### config.mk
export PLATFORM = sky130hd
export DESIGN_NAME = norm_shift_pipe
export DESIGN_NICKNAME = d
export VERILOG_FILES = /design/src/rtl/norm_shift_pipe_pkg.sv /design/src/rtl/norm_shift_pipe_lzc.sv /design/src/rtl/norm_shift_pipe.sv
export SDC_FILE = /design/constraint.sdc
export NUM_CORES = 1
export LEC_CHECK = 0
export BUFFER_PORTS_ARGS = -buffer_cell sky130_fd_sc_hd__buf_2
export CORE_ASPECT_RATIO = 1.25
export CORE_UTILIZATION = 50
export CTS_CLUSTER_DIAMETER = 60
export CTS_CLUSTER_SIZE = 12
export DETAILED_ROUTE_END_ITERATION = 8
export GPL_TIMING_DRIVEN = 1
export PLACE_DENSITY = 0.78
export SKIP_LAST_GASP = 1
export SLEW_MARGIN = 0
export SYNTH_ARGS = -nofsm -noshare
export SYNTH_HDL_FRONTEND = slang
export SYNTH_SLANG_ARGS = --single-unit
### constraint.sdc
create_clock -name clk -period 9.75 [get_ports clk]
set_clock_uncertainty 0.05 [all_clocks]
set_input_delay 0 -clock clk [delete_from_list [all_inputs] [get_ports clk]]
set_output_delay 0 -clock clk [all_outputs]
set_load 0.03 [all_outputs]
### src/rtl/norm_shift_pipe_pkg.sv
// norm_shift_pipe_pkg: shared FPU normalizer widths, shift-width helper and stage-2 result type
package norm_shift_pipe_pkg;
  localparam int MANT_W = 24;
  localparam int EXP_W = 8;
  function automatic int cw_of(input int w);
    return $clog2(w + 1);
  endfunction
  localparam int SHIFT_W = cw_of(MANT_W);
  typedef struct packed {
    logic [MANT_W-1:0]  mant;
    logic [EXP_W-1:0]   exp;
    logic [SHIFT_W-1:0] shift;
    logic               zero;
    logic               sub;
  } norm_res_t;
endpackage

### src/rtl/norm_shift_pipe_lzc.sv
// lzc: combinational leading-zero counter; an all-zero input counts as WIDTH
module lzc
  import norm_shift_pipe_pkg::*;
#(
  parameter int WIDTH = MANT_W
) (
  input  logic [WIDTH-1:0]        mant,
  output logic [cw_of(WIDTH)-1:0] cnt,
  output logic                    all_zero
);
  localparam int CW = cw_of(WIDTH);
  // later (higher) set bits overwrite, so the MSB-most one wins
  always_comb begin
    cnt = CW'(WIDTH);
    for (int i = 0; i < WIDTH; i++)
      if (mant[i]) cnt = CW'(WIDTH - 1 - i);
  end
  assign all_zero = ~|mant;
endmodule

### src/rtl/norm_shift_pipe.sv
// norm_shift_pipe: two-stage mantissa normalizer; exponent decrement clamps at 0 to form subnormals
module norm_shift_pipe
  import norm_shift_pipe_pkg::*;
#(
  parameter int WIDTH = MANT_W,
  parameter int EW = EXP_W
) (
  input  logic                    clk,
  input  logic                    reset_n,
  input  logic                    InValid,
  output logic                    InReady,
  input  logic [WIDTH-1:0]        InMant,
  input  logic [EW-1:0]           InExp,
  output logic                    OutValid,
  input  logic                    OutReady,
  output logic [WIDTH-1:0]        OutMant,
  output logic [EW-1:0]           OutExp,
  output logic [cw_of(WIDTH)-1:0] OutShift,
  output logic                    OutZero,
  output logic                    OutSub
);
  localparam int CW = cw_of(WIDTH);
  localparam int MW = CW > EW ? CW : EW;
  logic             s1_valid, s2_valid, s1_ready, s2_ready, all_zero, le;
  logic [WIDTH-1:0] s1_mant;
  logic [EW-1:0]    s1_exp;
  logic [CW-1:0]    lz, sh;
  norm_res_t        s2, nxt;
  assign s2_ready = ~s2_valid | OutReady;
  assign s1_ready = ~s1_valid | s2_ready;
  assign InReady = reset_n & s1_ready;
  lzc #(.WIDTH(WIDTH)) u_lzc (.mant(s1_mant), .cnt(lz), .all_zero(all_zero));
  // when the exponent cannot absorb the full shift, shift only by the exponent
  always_comb begin
    le = MW'(lz) <= MW'(s1_exp);
    sh = all_zero ? '0 : le ? lz : CW'(MW'(s1_exp));
    nxt.mant = s1_mant << sh;
    nxt.exp = (all_zero | ~le) ? '0 : s1_exp - EW'(lz);
    nxt.shift = sh;
    nxt.zero = all_zero;
    nxt.sub = ~all_zero & ~le;
  end
  always_ff @(posedge clk or negedge reset_n) begin
    if (!reset_n) begin
      s1_valid <= 1'b0;
      s2_valid <= 1'b0;
      s1_mant <= '0;
      s1_exp <= '0;
      s2 <= '0;
    end else begin
      if (s1_ready) s1_valid <= InValid;
      if (s2_ready) s2_valid <= s1_valid;
      if (InValid & s1_ready) begin
        s1_mant <= InMant;
        s1_exp <= InExp;
      end
      if (s1_valid & s2_ready) s2 <= nxt;
    end
  end
  assign OutValid = s2_valid;
  assign OutMant = s2.mant;
  assign OutExp = s2.exp;
  assign OutShift = s2.shift;
  assign OutZero = s2.zero;
  assign OutSub = s2.sub;
endmodule

# Word level (Yosys, flattened, before mapping)
# Index checks and enable logic that the tools add are counted.
[classes]
mux = 27
n_shift = 1
bitwise_logic = 10
add_sub_neg = 1
n_lt_le_gt_ge = 1
n_reduce_logical = 2
[op_table]
columns = ["operator", "count"]
rows = [
  ["5-bit two-way mux", 18],
  ["4-bit two-way mux", 8],
  ["24-bit OR reduction", 1],
  ["24-bit by 5-bit << shifter with 24-bit output", 1],
  ["5-bit by 8-bit <= comparator with 1-bit output", 1],
  ["8-bit two-way mux", 1],
  ["8-bit by 5-bit subtractor with 8-bit output", 1],
  ["1-bit bitwise AND", 4],
  ["1-bit inverter", 3],
  ["1-bit OR", 3],
  ["1-bit zero test", 1],
]
[totals]
word_cells = 51
output_inout_bits = 41
in_bits = 36
reg_bits = 73

# Logic depth before layout (Yosys ltp)
# Gate-level depths: netlist of run 1.
[logic_depth]
word_depth = 28
ltp_mapped = 20
depth_no_buf = 16

# Cells and area by module
# A second synthesis of run 1 with hierarchy kept.
[unflattened]
cells_unflattened = 509
area_unflattened_um2 = 4774.6
[modules_own_cells]
columns = ["module", "area_each_um2", "seq_area_each_um2", "instances", "cells_per_inst"]
rows = [
  ["norm_shift_pipe", 4473.0, 1826.8, 1, 462],
  ["lzc", 301.5, 0.0, 1, 47],
]

# Worst setup path after synthesis of run 1
# OpenSTA, ideal clock, no wires.
[synth_path]
path_type = "register -> register"
from = "register s1_mant[1]"
to = "register s2 (netlist bit OutMant[22])"
path_stages_with_launch = 18
slack_ns = 5.599
setup_ns = 0.139
t_arrival_ns = 3.963
t_required_ns = 9.561
path_buffers = 2
period_less_slack_ns = 4.151
cell_sequence = "dfrtp_1 > nand2b_1 > a221oi_2 > o211ai_2 > a221oi_4 > ha_1 > inv_1 > fa_1 > nand4_1 > o211a_1 > nand2_1 > buf_2 > a21oi_2 > buf_6 > mux2i_2 > nor3_1 > o31a_1 > or4b_1"
[synth_via]
elab_chain_cells = 27
elab_cells_between_ends = 28
classes_between = "order compare (1); shift (1); mux (25); reduce/logical (1)"
[synth_lines]
columns = ["item", "line", "text"]
rows = [
  ["start: declaration", "norm_shift_pipe.sv:25", "logic [WIDTH-1:0] s1_mant;"],
  ["start signal: assignment", "norm_shift_pipe.sv:54", "s1_mant <= InMant;"],
  ["4-bit two-way mux (7 in series)", "norm_shift_pipe_lzc.sv:16", "if (mant[i]) cnt = CW'(WIDTH - 1 - i);"],
  ["5-bit two-way mux (16 in series)", "norm_shift_pipe_lzc.sv:16", ""],
  ["5-bit by 8-bit <= comparator with 1-bit output", "norm_shift_pipe.sv:35", "le = MW'(lz) <= MW'(s1_exp);"],
  ["5-bit two-way mux (2 in series)", "norm_shift_pipe.sv:36", "sh = all_zero ? '0 : le ? lz : CW'(MW'(s1_exp));"],
  ["24-bit by 5-bit << shifter with 24-bit output (*)", "norm_shift_pipe.sv:37", "nxt.mant = s1_mant << sh;"],
  ["end signal: assignment", "norm_shift_pipe.sv:57", "if (s1_valid & s2_ready) s2 <= nxt;"],
  ["end: declaration", "norm_shift_pipe.sv:28", "norm_res_t s2, nxt;"],
]
# Mark *: on every way between the ends. The rest lies on a longest branch, timed or not.
# A chain may end at the register's enable or synchronous reset.

# Worst setup path after layout of run 1
# Same ends and word-level chain as after synthesis.

==> results of run 1 <==
-- sequential cells by signal, summed over array words and instances (netlist names) --
| signal | flops |
|---|---|
| OutShift | 5 |
| s1_valid | 1 |
| s1_mant | 24 |
| OutZero | 1 |
| OutExp | 8 |
| OutValid | 1 |
| OutSub | 1 |
| OutMant | 24 |
| s1_exp | 8 |
-- worst max-delay path, cell delays in order, from the launching register on --
cell      delay (ns)
dfrtp_1         0.43
nand2b_1        0.19
a221oi_2        0.24
o211ai_2        0.16
a221oi_4        0.39
ha_1            0.21
inv_1           0.07
fa_1            0.44
nand4_1         0.12
o211a_1         0.24
nand3_1         0.10
a21oi_1         0.69
or2_1           0.60
nor2_2          0.20
a32o_1          0.26
or4b_1          0.45
-- stage by stage --
step	power [W]	hold slack (ns)	std cells	cell area (sq um)	util
floorplan	0.0008188	-0.3456	464	4457	-
CTS	0.001212	0.3347	688	5444	0.6291
finish	0.001214	0.3424	688	5444	0.6291
global route	0.001282	0.3468	688	5444	0.6291
global placement	0.0009544	0.1581	636	4888	0.5649
detailed placement	0.0009653	0.1690	636	4888	0.5649
-- cell usage in the layout (no fill, tap or decap), types with 13 or more instances in the layout --
cell / n
dfrtp_1: 73
nand2_1: 46
a22oi_1: 13
nor2_1: 25
buf_2: 76
o21ai_1: 23
mux2i_1: 29
dlygate4sd3_1: 36
a21oi_1: 29
mux2_2: 33
nand3_1: 14
-- metal layers --
| layer | vias up | track usage | part of all wire | wire length [um] |
|---|---|---|---|---|
| met5 | - | 0 | 0 | 0 |
| met4 | 0 | 0.1167 | 0.031 | 367 |
| met3 | 24 | 0.04218 | 0.055 | 656 |
| met2 | 184 | 0.4478 | 0.50 | 5901 |
| met1 | 1982 | 0.3462 | 0.42 | 4926 |
| li1 | 1937 | - | - | - |
-- repair_timing --
item | in CTS | in global routing
hold buffers | 36 | 0
setup endpoints to repair | 0 | 0
hold endpoints to repair | 107 | 0
setup buffers | 0 | 0
-- power by group --
group / leakage [nW] / total [W] / internal, W / switching, W
clock network: 0.102 / 0.000236 / 0.000123 / 0.000113
registers: 0.886 / 0.000444 / 0.000377 / 0.0000668
logic: 1.46 / 0.000534 / 0.000192 / 0.000342
-- cell type report --
class,instances,area share
multi-input combinational,354,0.4525
sequential,73,0.3356
timing repair buffer,117,0.1430
tap,120,0.02758
clock buffer,10,0.02528
clock inverter,6,0.01057
inverter,8,0.005516
-- path summary, 6_finish.rpt --
check | start | to | slack (ns) | depth (start not counted)
max in group asynchronous | reset_n | s1_mant[0]$_DFFE_PN0P_ | 8.74 | 3
setup / recovery | s1_mant[1]$_DFFE_PN0P_ | OutMant[22]$_DFFE_PN0P_ | 4.78 | 15
hold reg to reg | OutZero$_DFFE_PN0P_ | OutZero$_DFFE_PN0P_ | 0.43 | 2
hold / removal | reset_n | OutShift[4]$_DFFE_PN0P_ | 0.34 | 3
min in group clk | InMant[3] | s1_mant[3]$_DFFE_PN0P_ | 0.35 | 3
setup reg to reg | s1_mant[1]$_DFFE_PN0P_ | OutMant[22]$_DFFE_PN0P_ | 4.78 | 15
-- synthesized netlist by cell type, drive strengths merged, types with 6 or more instances --
cell type / n / share of area
a21oi: 30 / 0.035
a221oi: 8 / 0.021
a22oi: 13 / 0.022
and2: 8 / 0.011
buf: 16 / 0.020
clkbuf: 13 / 0.011
dfrtp: 73 / 0.41
ha: 6 / 0.017
inv: 8 / 0.0067
mux2: 33 / 0.083
mux2i: 30 / 0.068
nand2: 46 / 0.039
nand2b: 6 / 0.0084
nand3: 14 / 0.016
nor2: 27 / 0.025
nor3: 10 / 0.011
nor4: 8 / 0.011
o211ai: 10 / 0.018
o21ai: 32 / 0.036
o31ai: 10 / 0.017
-- cells by family after synthesis --
| family | Yosys count | synth area share |
|---|---|---|
| AOI/OAI and AO/OA | 144 | 0.2229 |
| muxes | 63 | 0.1516 |
| adders and majority gates | 7 | 0.02134 |
| xor gates and xnor gates | 6 | 0.01179 |
| and+or+nand+nor | 134 | 0.1451 |
| buffers and inverters | 37 | 0.03734 |
| DFF | 73 | 0.4099 |
==> flow_metrics.tcl, run 1 <==
set metrics [dict create \
    cts_tree "built" \
    crit_fanout 16 \
    synth_edf_count 0 \
    grt_pass1_wl_mm 19.35 \
    endpoint_kind "flop" \
    syn-num-nets 507 \
    grt_pass1_vias 3849 \
    io_buffers 76 \
    avgSynthCellArea_sq_um 9.605 \
    hpwl_mm 8.418 \
    ys_seq_area_frac 0.4099 \
    setup_tns_ns 0 \
    cap_violations 0 \
    die_w_um 86.45 \
    nNetsFinal 606 \
    synth_top_flop_cell "dfrtp_1" \
    wirelength_mm 11.85 \
    place_congestion 0.9662 \
    period_minus_slack_ns 4.970 \
    htree_levels 3 \
    clockBufferDepth 2 \
    track_usage 0.2695 \
    setup_violations 0 \
    register_area_sq_um 1827 \
    dr.pass1.iters 5 \
    synthCells 464 \
    ir_worst_vdd_uv 80.10 \
    n_antenna_cell 0 \
    drc_errors 0 \
    async_flop_share 1.000 \
    grt_max_degree 75 \
    cts_buffers 9 \
    worstHoldPathType "in2async" \
    layout_setup_ws_ns 4.780 \
    cellPowerDensity_nw_per_um2 223.1 \
    rsz0062_at_grt "false" \
    finalHoldViolCount 0 \
    worstMarginPinSlew_ns 0.9898 \
    critPathArrivalTime_ns 5.15 \
    slew_headroom 0.3401 \
    cts_resized 0 \
    coreArea_sq_um 8653 \
    overflow 0 \
    area_growth_syn_to_layout_pct 22.15 \
    slew_viol_final 0 \
    post_drt_wl_per_cell_um 17.23 \
    clk_transition_reported_paths_ns 0.07 \
    finalCritPeriodShare 0.5097 \
    crit_required_ns 9.93 \
    multi_input_comb_area_sq_um 2464 \
    ioPinCount 77 \
    synth-seq-cells 73 \
    pre_cts_slack_ns 4.836 \
    dr.first_iter.drc_count 327 \
    cts_root_buf "clkbuf_8" \
    fillers 760 \
    syn-cell-area_sq_um 4457 \
    dieArea_sq_um 9298 \
    status "finished, final reports clean" \
    die_y_um 107.6 \
    p_leak_nw 2.447 \
    setup.worst_path.class "reg2reg" \
    ys.warnings.count 0 \
    drive_gt1_frac 0.2430 \
    clkSinkCount 73 \
    initial_core_util 0.5150 \
    postRouteAntennaNets 0 \
    routed_via_density 5.999 \
    synth_cell_type_count 61 \
    rows 38 \
    clock_latency_ns 0.36 \
    critPathLaunchType "flop" \
    vias 4127 \
    grt_antenna_before_repair 0 \
    max_freq_ghz 0.2012 \
]
Note: power is estimated with default switching activity, not from simulation.
==> inputs of run 2 (changes only) <==
Settings changed: ABC_AREA from default to 1, PLACE_DENSITY 0.78 to 0.81.
Clock period 9.75 ns to 4.28 ns, I/O delays scaled along.
==> run 2 against run 1 <==
Net effect: utilization grew 10 points; total power grew to 2.5 times the previous value; die area is essentially flat; largest cell class unchanged; flip-flop and latch count is the same; routed wire length grew 18%; clock power grew 130%; cell count grew 30%; global-route usage grew 1.6 points; area after synthesis is essentially flat; clock-buffer cell count is the same; register-to-register slack lost 4.7 ns; sequential power grew 120%.
==> flow_metrics.tcl, run 2 <==
set metrics [dict create \
    cellPowerDensity_nw_per_um2 485.9 \
    nNetsFinal 811 \
    final_util 0.7338 \
    synth-xor-area-share 0.009834 \
    clk_transition_reported_paths_ns 0.08 \
    cp_top_family "simple AND/OR/NAND/NOR gates" \
    coreArea_sq_um 8653 \
    hpwl_mm 9.011 \
    synth_top_family_by_area "simple AND/OR/NAND/NOR gates" \
    die_y_um 107.5 \
    synth_cell_type_count 38 \
    clkSinkCount 73 \
    muxShareOfSynthArea 0.007586 \
    async_flop_share 1.000 \
    cts_root_buf "clkbuf_8" \
    endpoint_kind "flop" \
    period_minus_slack_ns 4.220 \
    drive_gt1_frac 0.3182 \
    grt_pass1_wl_mm 20.52 \
    layout_common_cells "162 x nand2_1, 76 x buf_2, 73 x dfrtp_1, 70 x nand3_1, 55 x nor2_1" \
    synth.most_common_cell "nand2_1" \
    whs_ns 0.1277 \
    avgSynthCellArea_sq_um 6.980 \
    io_buffers 76 \
    synthCells 638 \
    cts_buffers 9 \
    synth-seq-cells 73 \
    finalHoldViolCount 0 \
    setup_violations 0 \
    setup.worst_path.class "reg2reg" \
    wirelength_mm 13.98 \
    status "finished, final reports clean" \
    max_freq_ghz 0.2370 \
    rr_worst_depth 41 \
    dr.pass1.iters 8 \
    place_congestion 0.9502 \
    grt_pass1_vias 4233 \
    slew_headroom 0.3143 \
    syn-num-nets 681 \
    overflow 0 \
    worstMarginPinSlew_ns 1.025 \
    critPathLaunchType "flop" \
    synth_simple_gate_area_frac 0.3802 \
    initial_core_util 0.5146 \
    grt_antenna_before_repair 0 \
    die_w_um 86.41 \
    cap_violations 0 \
    critPathArrivalTime_ns 4.43 \
    crit_fanout 12 \
    n_antenna_cell 0 \
    grt_max_degree 63 \
    clock_latency_ns 0.37 \
    dieArea_sq_um 9290 \
    cts_tree "built" \
    postRouteAntennaNets 0 \
    final_common_cell "nand2_1" \
    slew_viol_final 0 \
    rsz0062_at_grt "true" \
    syn-cell-area_sq_um 4453 \
    area_growth_syn_to_layout_pct 42.60 \
    ys.warnings.count 0 \
    synthAdderAreaFrac 0.02135 \
    worstHoldPathType "in2async" \
    dr.first_iter.drc_count 399 \
    cp.depth 41 \
    clockBufferDepth 2 \
    routed_via_density 5.632 \
    post_drt_wl_per_cell_um 15.66 \
    ys_seq_area_frac 0.4102 \
    drc_errors 0 \
    synth_area_leaders "dfrtp_1 41%, nand2_1 16%, nand3_1 14%" \
    cpMostUsedCell "nand2_1" \
    synth_compound_area_frac 0.09328 \
    vias 5029 \
    crit_slowest_cell "dfrtp_1" \
    p_leak_nw 3.155 \
    max_stage_delay_ns 0.40 \
    track_usage 0.2856 \
    ir_worst_vdd_uv 222.4 \
    synth_edf_count 0 \
    synth_top_flop_cell "dfrtp_1" \
    htree_levels 3 \
    crit_required_ns 4.49 \
    yosysTopAreaCellShare 0.4102 \
    rows 38 \
    ys_top_cells_by_count "192 x nand2_1, 121 x nand3_1, 73 x dfrtp_1" \
    ioPinCount 77 \
    finalCritPeriodShare 0.9859 \
    path_buf_inv 5 \
    synth_top_cell_by_area "dfrtp_1" \
]
-- run 2: cell families after synthesis --
logic type	Yosys count
adders and majority gates	7
and+or+nand+nor	389
muxes	3
AOI/OAI and AO/OA	77
xor gates and xnor gates	5
DFF	73
buffers and inverters	84
-- run 2: worst reg2reg max path: cells and delay by family, from the launching register on --
kind | cells | cell delay [ns]
AO/OA/AOI/OAI | 2 | 0.38
adder cells (fa/ha/maj) | 2 | 0.58
buffers and inverters | 5 | 0.43
AND/OR/NAND/NOR | 32 | 2.27
flip-flops | 1 | 0.40
-- run 2: power breakdown --
group | internal, W | switching, W
Sequential | 0.000878 | 0.000116
Clock | 0.000271 | 0.000280
Combinational | 0.000515 | 0.00103
Total | 0.00166 | 0.00142
-- run 2: through the flow --
| stage | std cells | setup TNS, ns | total power [W] | setup slack (ns) | area (sq um) |
|---|---|---|---|---|---|
| 2_1_floorplan | 638 | 0 | 0.001897 | 0.3513 | 4453 |
| 3_3_place_gp | 822 | 0 | 0.002245 | 0.1059 | 4979 |
| 3_5_place_dp | 822 | 0 | 0.002265 | 0.05710 | 4979 |
| 4_1_cts | 872 | 0 | 0.002832 | 0.03257 | 5515 |
| 5_1_grt | 893 | -4.477 | 0.003267 | -0.2467 | 6350 |
| 6_report | 893 | 0 | 0.003086 | 0.06016 | 6350 |
-- run 2: final cells by class --
class | instances | area [sq um]
clock buffer | 10 | 127.6
clock inverter | 6 | 68.82
fill | 686 | 2303
inverter | 54 | 214.0
multi-input combinational | 483 | 2816
sequential | 73 | 1827
tap | 120 | 150.1
timing repair buffer | 146 | 1140
timing repair inverter | 1 | 6.256
-- run 2: worst paths after layout --
| kind | startpoint | to | slack (ns) |
|---|---|---|---|
| worst min register to register | OutMant[7]$_DFFE_PN0P_ | OutMant[7]$_DFFE_PN0P_ | 0.43 |
| min in group clk | InExp[7] | s1_exp[7]$_DFFE_PN0P_ | 0.36 |
| worst max-delay path | s1_mant[1]$_DFFE_PN0P_ | OutMant[18]$_DFFE_PN0P_ | 0.06 |
| worst min-delay path | reset_n | OutMant[11]$_DFFE_PN0P_ | 0.13 |
| max in group asynchronous | reset_n | OutZero$_DFFE_PN0P_ | 3.61 |
| worst max register to register | s1_mant[1]$_DFFE_PN0P_ | OutMant[18]$_DFFE_PN0P_ | 0.06 |
-- run 2: what timing repair did --
action | CTS | global route
hold buffers | 34 | 0
setup buffers | 0 | 14
resized for setup | 0 | 145
endpoints found under the setup margin | 0 | 26
hold endpoints to repair | 107 | 0
-- run 2: metal layers --
| metal | wire (um) | vias up | GRT usage |
|---|---|---|---|
| met2 | 6821 | 261 | 0.4433 |
| met3 | 919 | 56 | 0.05138 |
| li1 | - | 2347 | - |
| met4 | 603 | 0 | 0.1143 |
| met1 | 5639 | 2365 | 0.3933 |
| met5 | 0 | - | 0 |
==> inputs of run 3 (changes only) <==
Settings changed: PLACE_DENSITY 0.81 to 0.75.
==> run 3 against run 2 <==
Net effect: cell count down 1.1%; clock power up 13%; utilization down 1.9 points; highest routed layer unchanged; flip-flop and latch count unchanged; fmax up 3.1%; critical endpoint is now OutMant[5]$_DFFE_PN0P_; combinational power down 3%; total power up 0.67%.
==> flow_metrics.tcl, run 3 (synthesis gave the netlist of run 2 again) <==
set metrics [dict create \
    status "finished, final reports clean" \
    crit_fanout 7 \
    cts_tree "built" \
    place_congestion 0.9451 \
    grt_pass1_vias 4351 \
    htree_levels 3 \
    setup_tns_ns 0 \
    post-route-cell-area_sq_um 6190 \
    final_cells 883 \
    die_y_um 107.5 \
    pre_cts_slack_ns -0.001886 \
    met2_usage 0.4552 \
    nNetsFinal 801 \
    gr-usage-met3 0.03528 \
    grt_antenna_before_repair 0 \
    finalCritPeriodShare 0.9562 \
    period_minus_slack_ns 4.093 \
    worstHoldPathType "in2reg" \
    clock_latency_ns 0.37 \
    wirelength_mm 13.42 \
    critPathLaunchType "flop" \
    grt_pass1_wl_mm 20.51 \
    crit_required_ns 4.49 \
    grt_max_degree 63 \
    top_usage_layer "met2" \
    cts_root_buf "clkbuf_8" \
    track_usage 0.2845 \
    hpwl_mm 8.914 \
    slew_headroom 0.3870 \
    cap_violations 0 \
    power.total_w 0.003106 \
    layout_common_cells "170 x nand2_1, 76 x buf_2, 73 x dfrtp_1, 73 x nand3_1, 55 x nor2_1" \
    crit_start "s1_mant[1]$_DFFE_PN0P_" \
    dieArea_sq_um 9290 \
    p_leak_nw 3.102 \
    cp_top_family "simple AND/OR/NAND/NOR gates" \
    r2r_slack_ns 0.19 \
    overflow 0 \
    routed_via_density 5.504 \
    worstMarginPinSlew_ns 0.9194 \
    cellPowerDensity_nw_per_um2 501.9 \
    setup.worst_path.class "reg2reg" \
    area_growth_syn_to_layout_pct 39.00 \
    postRouteAntennaNets 0 \
    cpMostUsedCell "nand2_1" \
    max_freq_ghz 0.2443 \
    path_buf_inv 6 \
    use_met1 0.3833 \
    max_stage_delay_ns 0.41 \
    drc_errors 0 \
    ir_worst_vdd_uv 201.4 \
    coreArea_sq_um 8653 \
    clockBufferDepth 2 \
    drive_gt1_frac 0.2923 \
    min_from "InValid" \
    vias 4860 \
    layout_setup_ws_ns 0.1874 \
    slew_viol_final 0 \
    placed_cell_area_sq_um 4969 \
    reg2reg_from "s1_mant[1]$_DFFE_PN0P_" \
    dr.pass1.iters 6 \
    critPathArrivalTime_ns 4.31 \
    post_drt_wl_per_cell_um 15.20 \
    n_antenna_cell 0 \
    final_common_cell "nand2_1" \
    cts_buffers 9 \
    clk_transition_reported_paths_ns 0.08 \
    finalHoldViolCount 0 \
    initial_core_util 0.5146 \
    clkSinkCount 73 \
    dr.first_iter.drc_count 319 \
    dpl.cell_count 819 \
    rsz0062_at_grt "true" \
    crit_slowest_cell "dfrtp_1" \
    setup_violations 0 \
    io_buffers 76 \
    die_w_um 86.41 \
    endpoint_kind "flop" \
    fillers 721 \
    ioPinCount 77 \
    rows 38 \
]
## run 3: layer usage
| layer | part of all wire | vias to the layer above |
|---|---|---|
| li1 | - | 2327 |
| met1 | 0.42 | 2295 |
| met2 | 0.49 | 202 |
| met3 | 0.052 | 36 |
| met4 | 0.032 | 0 |
| met5 | 0 | - |
## run 3: area by class of cell
cell class / count / area, sq um / area share
Inverter: 54 / 215.2 / 0.03477
Clock inverter: 6 / 91.34 / 0.01476
Multi-Input combinational cell: 482 / 2700 / 0.4362
Clock buffer: 10 / 137.6 / 0.02224
Tap cell: 120 / 150.1 / 0.02426
Sequential cell: 73 / 1827 / 0.2951
Timing Repair Buffer: 138 / 1069 / 0.1726
## run 3: stage by stage
stage,hold slack (ns),utilization
5_1_grt,0.1943,0.7153
4_1_cts,0.1398,0.6413
3_3_place_gp,0.1380,0.5742
6_report,0.1276,0.7153
2_1_floorplan,-0.3456,-
3_5_place_dp,0.1301,0.5742
## run 3: power breakdown
group / internal [W] / total, W / switching (W)
clock: 0.000346 / 0.000621 / 0.000276
sequential: 0.000878 / 0.000997 / 0.000119
combinational: 0.000494 / 0.00149 / 0.000995
total: 0.00172 / 0.00311 / 0.00139
## run 3: final timing paths
path,to,depth (start not counted)
worst max register to register,OutMant[5]$_DFFE_PN0P_,41
worst min-delay path,s1_valid$_DFFE_PN0N_,4
min in group asynchronous,OutMant[7]$_DFFE_PN0P_,2
max in group asynchronous,s1_mant[22]$_DFFE_PN0P_,3
worst max-delay path,OutMant[5]$_DFFE_PN0P_,41
worst min register to register,OutMant[1]$_DFFE_PN0P_,2
## run 3: worst reg2reg max path, delay by kind of cell (launching register included)
family | cells | cell delay (ns)
AOI/OAI and AO/OA | 3 | 0.40
adders and majority gates | 2 | 0.57
buffers and inverters | 6 | 0.61
DFF | 1 | 0.41
and+or+nand+nor | 30 | 1.93
## run 3: repair_timing
item / in CTS / in global routing
gates resized for setup: 2 / 108
buffers inserted: 0 / 9
pin swaps: 0 / 27
hold buffers: 34 / 0
hold endpoints to repair: 74 / 0
cloned: 0 / 5
setup endpoints to repair: 4 / 26
